===== src/rtl/bcd_serial_add_ctrl.sv =====
// bcd_serial_add_ctrl: digit-serial BCD adder, one digit per cycle through a shared adder.
// Define BCD_SUB_EN to add a sub port for nines-complement subtraction.
module bcd_serial_add_ctrl #(
  parameter int NDIG = 4
) (
  input  logic              clk,
  input  logic              rst_n,
  input  logic              start,
  input  logic [4*NDIG-1:0] A,
  input  logic [4*NDIG-1:0] B,
  input  logic              cin,
`ifdef BCD_SUB_EN
  input  logic              sub,
`endif
  output logic [4*NDIG-1:0] sum,
  output logic              ov_flag,
  output logic              busy,
  output logic              done,
  output logic              err
);
  typedef enum logic [1:0] {IDLE, RUN, DONE} state_t;
  state_t state, nxt;
  logic [4*NDIG-1:0] a_q, b_q, b_eff;
  logic [3:0] idx, a_d, b_d, dig;
  logic [4:0] raw;
  logic carry, c_nxt, sub_in, sub_q, bad, last, go;
`ifdef BCD_SUB_EN
  assign sub_in = sub;
`else
  assign sub_in = 1'b0;
`endif
  assign go = state == IDLE && start;
  assign last = idx == 4'(NDIG - 1);
  assign busy = state != IDLE;
  assign done = state == DONE;
  assign nxt = state == IDLE ? (start ? RUN : IDLE) : state == RUN ? (last ? DONE : RUN) : IDLE;
  // operand screening and B complementing happen once, at latch time
  always_comb begin
    bad = 1'b0;
    b_eff = B;
    a_d = '0;
    b_d = '0;
    for (int i = 0; i < NDIG; i++) begin
      bad = bad | (A[4*i +: 4] > 4'd9) | (B[4*i +: 4] > 4'd9);
      if (sub_in) b_eff[4*i +: 4] = 4'd9 - B[4*i +: 4];
      if (idx == 4'(i)) begin
        a_d = a_q[4*i +: 4];
        b_d = b_q[4*i +: 4];
      end
    end
  end
  assign raw = 5'(a_d) + 5'(b_d) + 5'(carry);
  assign c_nxt = raw > 5'd9;
  assign dig = c_nxt ? 4'(raw + 5'd6) : raw[3:0];
  always_ff @(posedge clk or negedge rst_n) begin
    if (!rst_n) begin
      state <= IDLE;
      a_q <= '0;
      b_q <= '0;
      sub_q <= 1'b0;
      sum <= '0;
      ov_flag <= 1'b0;
      err <= 1'b0;
      idx <= '0;
      carry <= 1'b0;
    end else begin
      state <= nxt;
      if (go) begin
        a_q <= A;
        b_q <= b_eff;
        sub_q <= sub_in;
        sum <= '0;
        idx <= '0;
        carry <= sub_in ? ~cin : cin;
        err <= bad;
      end else if (state == RUN) begin
        for (int i = 0; i < NDIG; i++)
          if (idx == 4'(i)) sum[4*i +: 4] <= dig;
        carry <= c_nxt;
        idx <= idx + 4'd1;
        if (last) ov_flag <= sub_q ? ~c_nxt : c_nxt;
      end
    end
  end
endmodule


===== config.mk =====
export PLATFORM = sky130hd
export DESIGN_NAME = bcd_serial_add_ctrl
export DESIGN_NICKNAME = d
export VERILOG_FILES = /design/src/rtl/bcd_serial_add_ctrl.sv
export SDC_FILE = /design/constraint.sdc
export NUM_CORES = 1
export LEC_CHECK = 0
export ABC_AREA = 1
export ABC_CLOCK_PERIOD_IN_PS = 4340
export CAP_MARGIN = 5
export CORE_ASPECT_RATIO = 0.6
export CORE_MARGIN = 5
export CORE_UTILIZATION = 52
export DETAILED_ROUTE_END_ITERATION = 6
export GPL_TIMING_DRIVEN = 0
export HOLD_SLACK_MARGIN = 0.02
export PLACE_DENSITY = 0.8
export SYNTH_ARGS = -nofsm -noshare
export SYNTH_HDL_FRONTEND = slang
export SYNTH_SLANG_ARGS = --single-unit

===== constraint.sdc =====
create_clock -name clk -period 4.34 [get_ports clk]
set_clock_uncertainty 0.15 [all_clocks]
set_input_delay 0.868 -clock clk [delete_from_list [all_inputs] [get_ports clk]]
set_output_delay 0.868 -clock clk [all_outputs]
set_load 0.1 [all_outputs]

==> impl_metrics.ini, run 1 <==
[status]
status = finished, final reports clean

[yosys]
ys_dominant_reg_cell = sky130_fd_sc_hd__dfrtp_1
post_synth_inst_count = 367
synth_seq_area_share = 0.487
yosys_warnings = 0
mappedNetlistNets = 413
synth-async-reset-ratio = 1.00
synth_area_um2 = 2930
count_of_flip_flops_with_a_built_in_enable_after_synthesis = 0
yosys.cell_types.count = 34
post_syn_area_per_cell_um2 = 7.99
synth_seq_cells = 57

[floorplanning]
start_util = 0.531
die-area_um2 = 7290
num_rows = 21
placeableCoreArea_um2 = 5520
height_of_the_die_um = 68.2
chipWidth_um = 107
io_pins = 56

[clock_tree]
clock_path_buffers = 2
cts_setup_buffers = 0
tritoncts_num_sinks = 57
number_of_buffers_inserted_for_hold_repair_after_clock_tree_synthesis = 0
cts_buffers = 9
worst_skew_pair.late_latency_ns = 0.35
h-tree-depth = 3
post_cts_resized = 0
tritoncts = done
clkSlewWorstSetupHoldPaths_ns = 0.07
clockRootBuffer = sky130_fd_sc_hd__clkbuf_8

[sta]
slew_headroom = 0.337
tightestPinTransition_ns = 0.991
timing.final.setup_violations = 0
final_min_period_over_clock_period = 0.872
finalSetupTns_ns = 0
grt_setup_unrepaired = false
finalHoldViolations = 0
finalCriticalPeriod_ns = 3.78
maxClockFrequency_mhz = 264
timing_max_transition_violations_final = 0

[critical_path]
worst-path-max-fanout = 8
crit_top_cell = sky130_fd_sc_hd__nand2_1
critical_path_class = flip-flop to flip-flop
critical_path.cell_chain = inv_1, ha_1, inv_1, nor2_4, nand2_1, a21oi_1, o22ai_1, fa_1, fa_1, inv_1, nand2_1, nand2_1, ha_1, nand2_1, a21boi_2, nand2_4, nand2_4, nand2_2, nand4_1, nand2_1
critPathMaxStageDelay_ns = 0.45
worstSetupStartpointType = flip-flop
critical_path.endpoint_type = flip-flop
critPathTopFamily = adder cells
critical_path.n_buffers_inverters = 3
worst_path_arrival_time_ns = 3.92
worst-endpoint-required_ns = 4.48
slowest_stage = sky130_fd_sc_hd__fa_1

[detailed_routing]
drt-initial-drc-count = 199
route.antenna.remaining_nets = 0
detailroute.via_count = 2641
routed_wire_length_per_instance_um = 14.6
drt-vias-per-instance = 5.20
drt_drc_violations_left = 0
detail_route.first_pass.iterations = 5
wirelength_um = 7440

[placed_design]
post-dp-hpwl_um = 5780
cell_area_after_placement_um2 = 3580
routability_driven_placement_congestion_ratio = 0.888
buffer_ports.inserted = 55

[layout]
insertedDiodeCount = 0
finalInstanceArea_um2 = 3800
area.growth.synth_to_final_pct = 29.7
drive_gt1_frac = 0.123
layout.filler_cells = 473
num-nets-final = 480

[job]
maxCapViolCount = 0

[grt]
groute.usage.overall = 0.225
grt_pass1_vias = 2547
grt_max_degree = 42
overflow = 0
grt_antenna_before_repair = 0
wire_length_of_the_first_global_routing_pass_um = 12400

[min_path]
hp-class = primary input to async pin
## path summary, 6_finish.rpt
path,start,cells past startpoint,slack [ns],end
setup / recovery,idx[1]$_DFFE_PN0P_,20,0.56,sum[6]$_DFFE_PN0P_
hold / removal,rst_n,1,0.29,b_q[0]$_DFFE_PN0P_
setup reg to reg,idx[1]$_DFFE_PN0P_,20,0.56,sum[6]$_DFFE_PN0P_
hold reg to reg,sum[12]$_DFFE_PN0P_,2,0.32,sum[12]$_DFFE_PN0P_
max in group asynchronous,rst_n,2,3.22,a_q[9]$_DFFE_PN0P_
min in group clk,sum[12]$_DFFE_PN0P_,2,0.32,sum[12]$_DFFE_PN0P_
## state kept, by name, indices dropped and copies added (netlist names)
| name | flops |
|---|---|
| a_q | 16 |
| b_q | 16 |
| carry | 1 |
| err | 1 |
| idx | 4 |
| ov_flag | 1 |
| state | 2 |
| sum | 16 |
## cell type report
cell class                      count  area, um^2  share of cell area
Sequential cell                    57        1430               0.375
Buffer                             10        48.8              0.0128
Tap cell                           69        86.3              0.0227
Multi-Input combinational cell    269        1340               0.352
Clock inverter                      7        95.1              0.0250
Clock buffer                        9         124              0.0326
Inverter                           31         116              0.0306
Timing Repair Buffer               56         566               0.149
## layer usage
| metal | GRT usage | part of all wire |
|---|---|---|
| met1 | 0.327 | 0.48 |
| met2 | 0.335 | 0.41 |
| met3 | 0.0688 | 0.097 |
| met4 | 0.0478 | 0.0079 |
| met5 | 0 | 0 |
## cells in the final DEF, fill, tap and decap left out, types with 2 or more instances in the layout
master and n:
sky130_fd_sc_hd__o22ai_1 2, sky130_fd_sc_hd__nand3_1 12, sky130_fd_sc_hd__a21oi_1 5, sky130_fd_sc_hd__a21oi_2 3
sky130_fd_sc_hd__dfrtp_1 57, sky130_fd_sc_hd__o21ai_0 15, sky130_fd_sc_hd__fa_1 2, sky130_fd_sc_hd__nand2_1 165
sky130_fd_sc_hd__nor2_1 12, sky130_fd_sc_hd__bufinv_16 2, sky130_fd_sc_hd__clkbuf_8 9, sky130_fd_sc_hd__a211oi_1 2
sky130_fd_sc_hd__buf_2 7, sky130_fd_sc_hd__inv_2 10, sky130_fd_sc_hd__nand4_1 9, sky130_fd_sc_hd__inv_1 20
sky130_fd_sc_hd__nand2_4 2, sky130_fd_sc_hd__nand2_2 5, sky130_fd_sc_hd__o21ai_1 11, sky130_fd_sc_hd__ha_1 8
sky130_fd_sc_hd__clkdlybuf4s50_1 54, sky130_fd_sc_hd__nor2_4 3, sky130_fd_sc_hd__clkinvlp_4 4, sky130_fd_sc_hd__nand3_2 2
sky130_fd_sc_hd__clkbuf_1 3
## Yosys cell counts, types with 5 or more instances
cell | count | share of area
sky130_fd_sc_hd__inv_1 | 20 | 0.026
sky130_fd_sc_hd__ha_1 | 8 | 0.034
sky130_fd_sc_hd__o21ai_1 | 11 | 0.019
sky130_fd_sc_hd__a21oi_1 | 5 | 0.0085
sky130_fd_sc_hd__nand3_1 | 12 | 0.020
sky130_fd_sc_hd__nand2_1 | 165 | 0.21
sky130_fd_sc_hd__o21ai_0 | 15 | 0.026
sky130_fd_sc_hd__nand2_2 | 5 | 0.011
sky130_fd_sc_hd__inv_2 | 10 | 0.013
sky130_fd_sc_hd__nand4_1 | 9 | 0.019
sky130_fd_sc_hd__dfrtp_1 | 57 | 0.49
sky130_fd_sc_hd__buf_2 | 6 | 0.010
sky130_fd_sc_hd__nor2_1 | 12 | 0.015
## logic make-up (layout without fill, tap and decap cells)
logic type	count (synthesis)	count (layout)	share of synthesized area
simple gates	213	213	0.313
flops	57	57	0.487
compound gates	46	46	0.0965
buf+inv	41	113	0.0563
fa+ha+maj	10	10	0.0478
## stage by stage
| stage | cells | hold WS (ns) | util | setup slack (ns) |
|---|---|---|---|---|
| CTS | 508 | 0.305 | 0.689 | 0.575 |
| global placement | 491 | 0.306 | 0.647 | 0.554 |
| global route | 508 | 0.312 | 0.689 | 0.243 |
| detailed placement | 492 | 0.317 | 0.649 | 0.590 |
| finish | 508 | 0.287 | 0.689 | 0.556 |
| floorplan | 367 | 0.294 | - | 1.02 |
Power of run 1 is not shown: default switching activity piles up to over one toggle a cycle in this logic, so the estimate is an artifact.
==> run 2, diff against run 1 <==
--- a/config.mk
+++ b/config.mk
@@ -14,7 +14,7 @@
 export DETAILED_ROUTE_END_ITERATION = 6
 export GPL_TIMING_DRIVEN = 0
 export HOLD_SLACK_MARGIN = 0.02
-export PLACE_DENSITY = 0.8
+export PLACE_DENSITY = 0.85
 export SYNTH_ARGS = -nofsm -noshare
 export SYNTH_HDL_FRONTEND = slang
 export SYNTH_SLANG_ARGS = --single-unit
==> run 2 against run 1 <==
  * Non-clock buffer count stayed put
  * Clock-buffer cell count grew 1
  * Maximum frequency is 1.1% lower
  * First-iteration DRC count rose by 29%
  * Register-to-register slack lost 0.04 ns
  * Critical path type unchanged
  * Largest cell class unchanged
  * Highest routed layer unchanged
==> impl_metrics.ini, run 2 (same netlist as run 1, synthesis figures left out) <==
[floorplanning]
io_pins = 56
start_util = 0.531
chipWidth_um = 107
placeableCoreArea_um2 = 5520
num_rows = 21
height_of_the_die_um = 68.2
die-area_um2 = 7290

[critical_path]
critical_path.endpoint_type = flip-flop
critPathMaxStageDelay_ns = 0.42
worst-endpoint-required_ns = 4.43
worstSetupStartpointType = flip-flop
critical_path.n_buffers_inverters = 2
worst_path_arrival_time_ns = 3.92
worst-path-max-fanout = 8
critical_path_class = flip-flop to flip-flop
slowest_stage = sky130_fd_sc_hd__dfrtp_1
critical_path.cell_chain = inv_1, ha_1, inv_1, nor2_4, nand2_1, a31o_1, nand2_1, o21ai_1, fa_1, fa_1, nand2_1, nand2_1, ha_1, nand2_1, a21boi_2, nand2_4, nand2_4, nand2_2, nand4_1, nand2_1
critPathTopFamily = adder cells
crit_top_cell = sky130_fd_sc_hd__nand2_1

[detailed_routing]
routed_wire_length_per_instance_um = 14.9
drt-vias-per-instance = 5.34
detailroute.via_count = 2715
route.antenna.remaining_nets = 0
drt_drc_violations_left = 0
wirelength_um = 7570
drt-initial-drc-count = 257
detail_route.first_pass.iterations = 5

[layout]
drive_gt1_frac = 0.123
finalInstanceArea_um2 = 3830
insertedDiodeCount = 0
final-instance-count-excl-fill = 508
area.growth.synth_to_final_pct = 30.5
layout.cells.most_common_list = sky130_fd_sc_hd__nand2_1, sky130_fd_sc_hd__dfrtp_1, sky130_fd_sc_hd__clkdlybuf4s50_1
largestRegisters = a_q: 16 flops, b_q: 16 flops, sum: 16 flops
layout.filler_cells = 449
num-nets-final = 480
mostFrequentLayoutCell = sky130_fd_sc_hd__nand2_1

[status]
status = finished, final reports clean

[sta]
finalSetupTns_ns = 0
grt_setup_unrepaired = false
timing.final.setup_violations = 0
final_min_period_over_clock_period = 0.882
maxClockFrequency_mhz = 261
tightestPinTransition_ns = 0.986
slew_headroom = 0.341
finalHoldViolations = 0
timing_max_transition_violations_final = 0
finalCriticalPeriod_ns = 3.83

[grt]
grt_max_degree = 43
overflow = 0
grt_pass1_vias = 2599
grt_antenna_before_repair = 0
groute.usage.overall = 0.229
wire_length_of_the_first_global_routing_pass_um = 12600

[placed_design]
routability_driven_placement_congestion_ratio = 0.925
buffer_ports.inserted = 55
post-dp-hpwl_um = 5840
cell_area_after_placement_um2 = 3580
place.detailed.instances = 492

[clock_tree]
cts_setup_buffers = 0
clkSlewWorstSetupHoldPaths_ns = 0.07
worst_skew_pair.late_latency_ns = 0.35
number_of_buffers_inserted_for_hold_repair_after_clock_tree_synthesis = 0
tritoncts = done
clockRootBuffer = sky130_fd_sc_hd__clkbuf_8
cts_buffers = 9
post_cts_resized = 0
h-tree-depth = 3
tritoncts_num_sinks = 57
clock_path_buffers = 2

[min_path]
hp-class = primary input to async pin

[job]
maxCapViolCount = 0
-- run 2: metrics by stage --
stage | util | worst slack [ns] | hold slack, ns
global placement | 0.647 | 0.551 | 0.305
global route | 0.693 | 0.263 | 0.306
detailed placement | 0.649 | 0.573 | 0.309
CTS | 0.693 | 0.534 | 0.288
floorplan | - | 1.02 | 0.294
finish | 0.693 | 0.513 | 0.292
-- run 2: area by class of cell --
class                           count  area, um^2  share of cell area
Buffer                             10        48.8              0.0128
Clock buffer                       10         138              0.0360
Tap cell                           69        86.3              0.0226
Timing Repair Buffer               56         566               0.148
Clock inverter                      6         105              0.0275
Inverter                           31         116              0.0304
Sequential cell                    57        1430               0.373
Multi-Input combinational cell    269        1340               0.350
-- run 2: metal layers --
layer  global-route usage  up-vias  wire, um
li1                     -     1310         -
met3               0.0782       15       662
met5                    0        -         0
met2                0.329      109      3250
met1                0.326     1281      3540
met4               0.0750        0       114
-- run 2: path summary, 6_finish.rpt --
check                                     from                  end  slack [ns]  cells after the start
max in group asynchronous                rst_n   a_q[5]$_DFFE_PN0P_        3.19                      2
hold / removal                           rst_n   sum[7]$_DFFE_PN0P_        0.29                      1
setup / recovery            idx[1]$_DFFE_PN0P_   sum[6]$_DFFE_PN0P_        0.51                     20
min in group clk           sum[12]$_DFFE_PN0P_  sum[12]$_DFFE_PN0P_        0.32                      2
setup reg to reg            idx[1]$_DFFE_PN0P_   sum[6]$_DFFE_PN0P_        0.51                     20
hold reg to reg            sum[12]$_DFFE_PN0P_  sum[12]$_DFFE_PN0P_        0.32                      2
Power of run 2 is left out for the same reason.
==> run 3, diff against run 2 <==
--- a/config.mk
+++ b/config.mk
@@ -11,6 +11,7 @@
 export CORE_ASPECT_RATIO = 0.6
 export CORE_MARGIN = 5
 export CORE_UTILIZATION = 52
+export CTS_CLUSTER_SIZE = 20
 export DETAILED_ROUTE_END_ITERATION = 6
 export GPL_TIMING_DRIVEN = 0
 export HOLD_SLACK_MARGIN = 0.02
==> results of run 3 <==
Final layout, timing and power as in run 2 (identical DEF).
Power of run 3 is left out for the same reason.
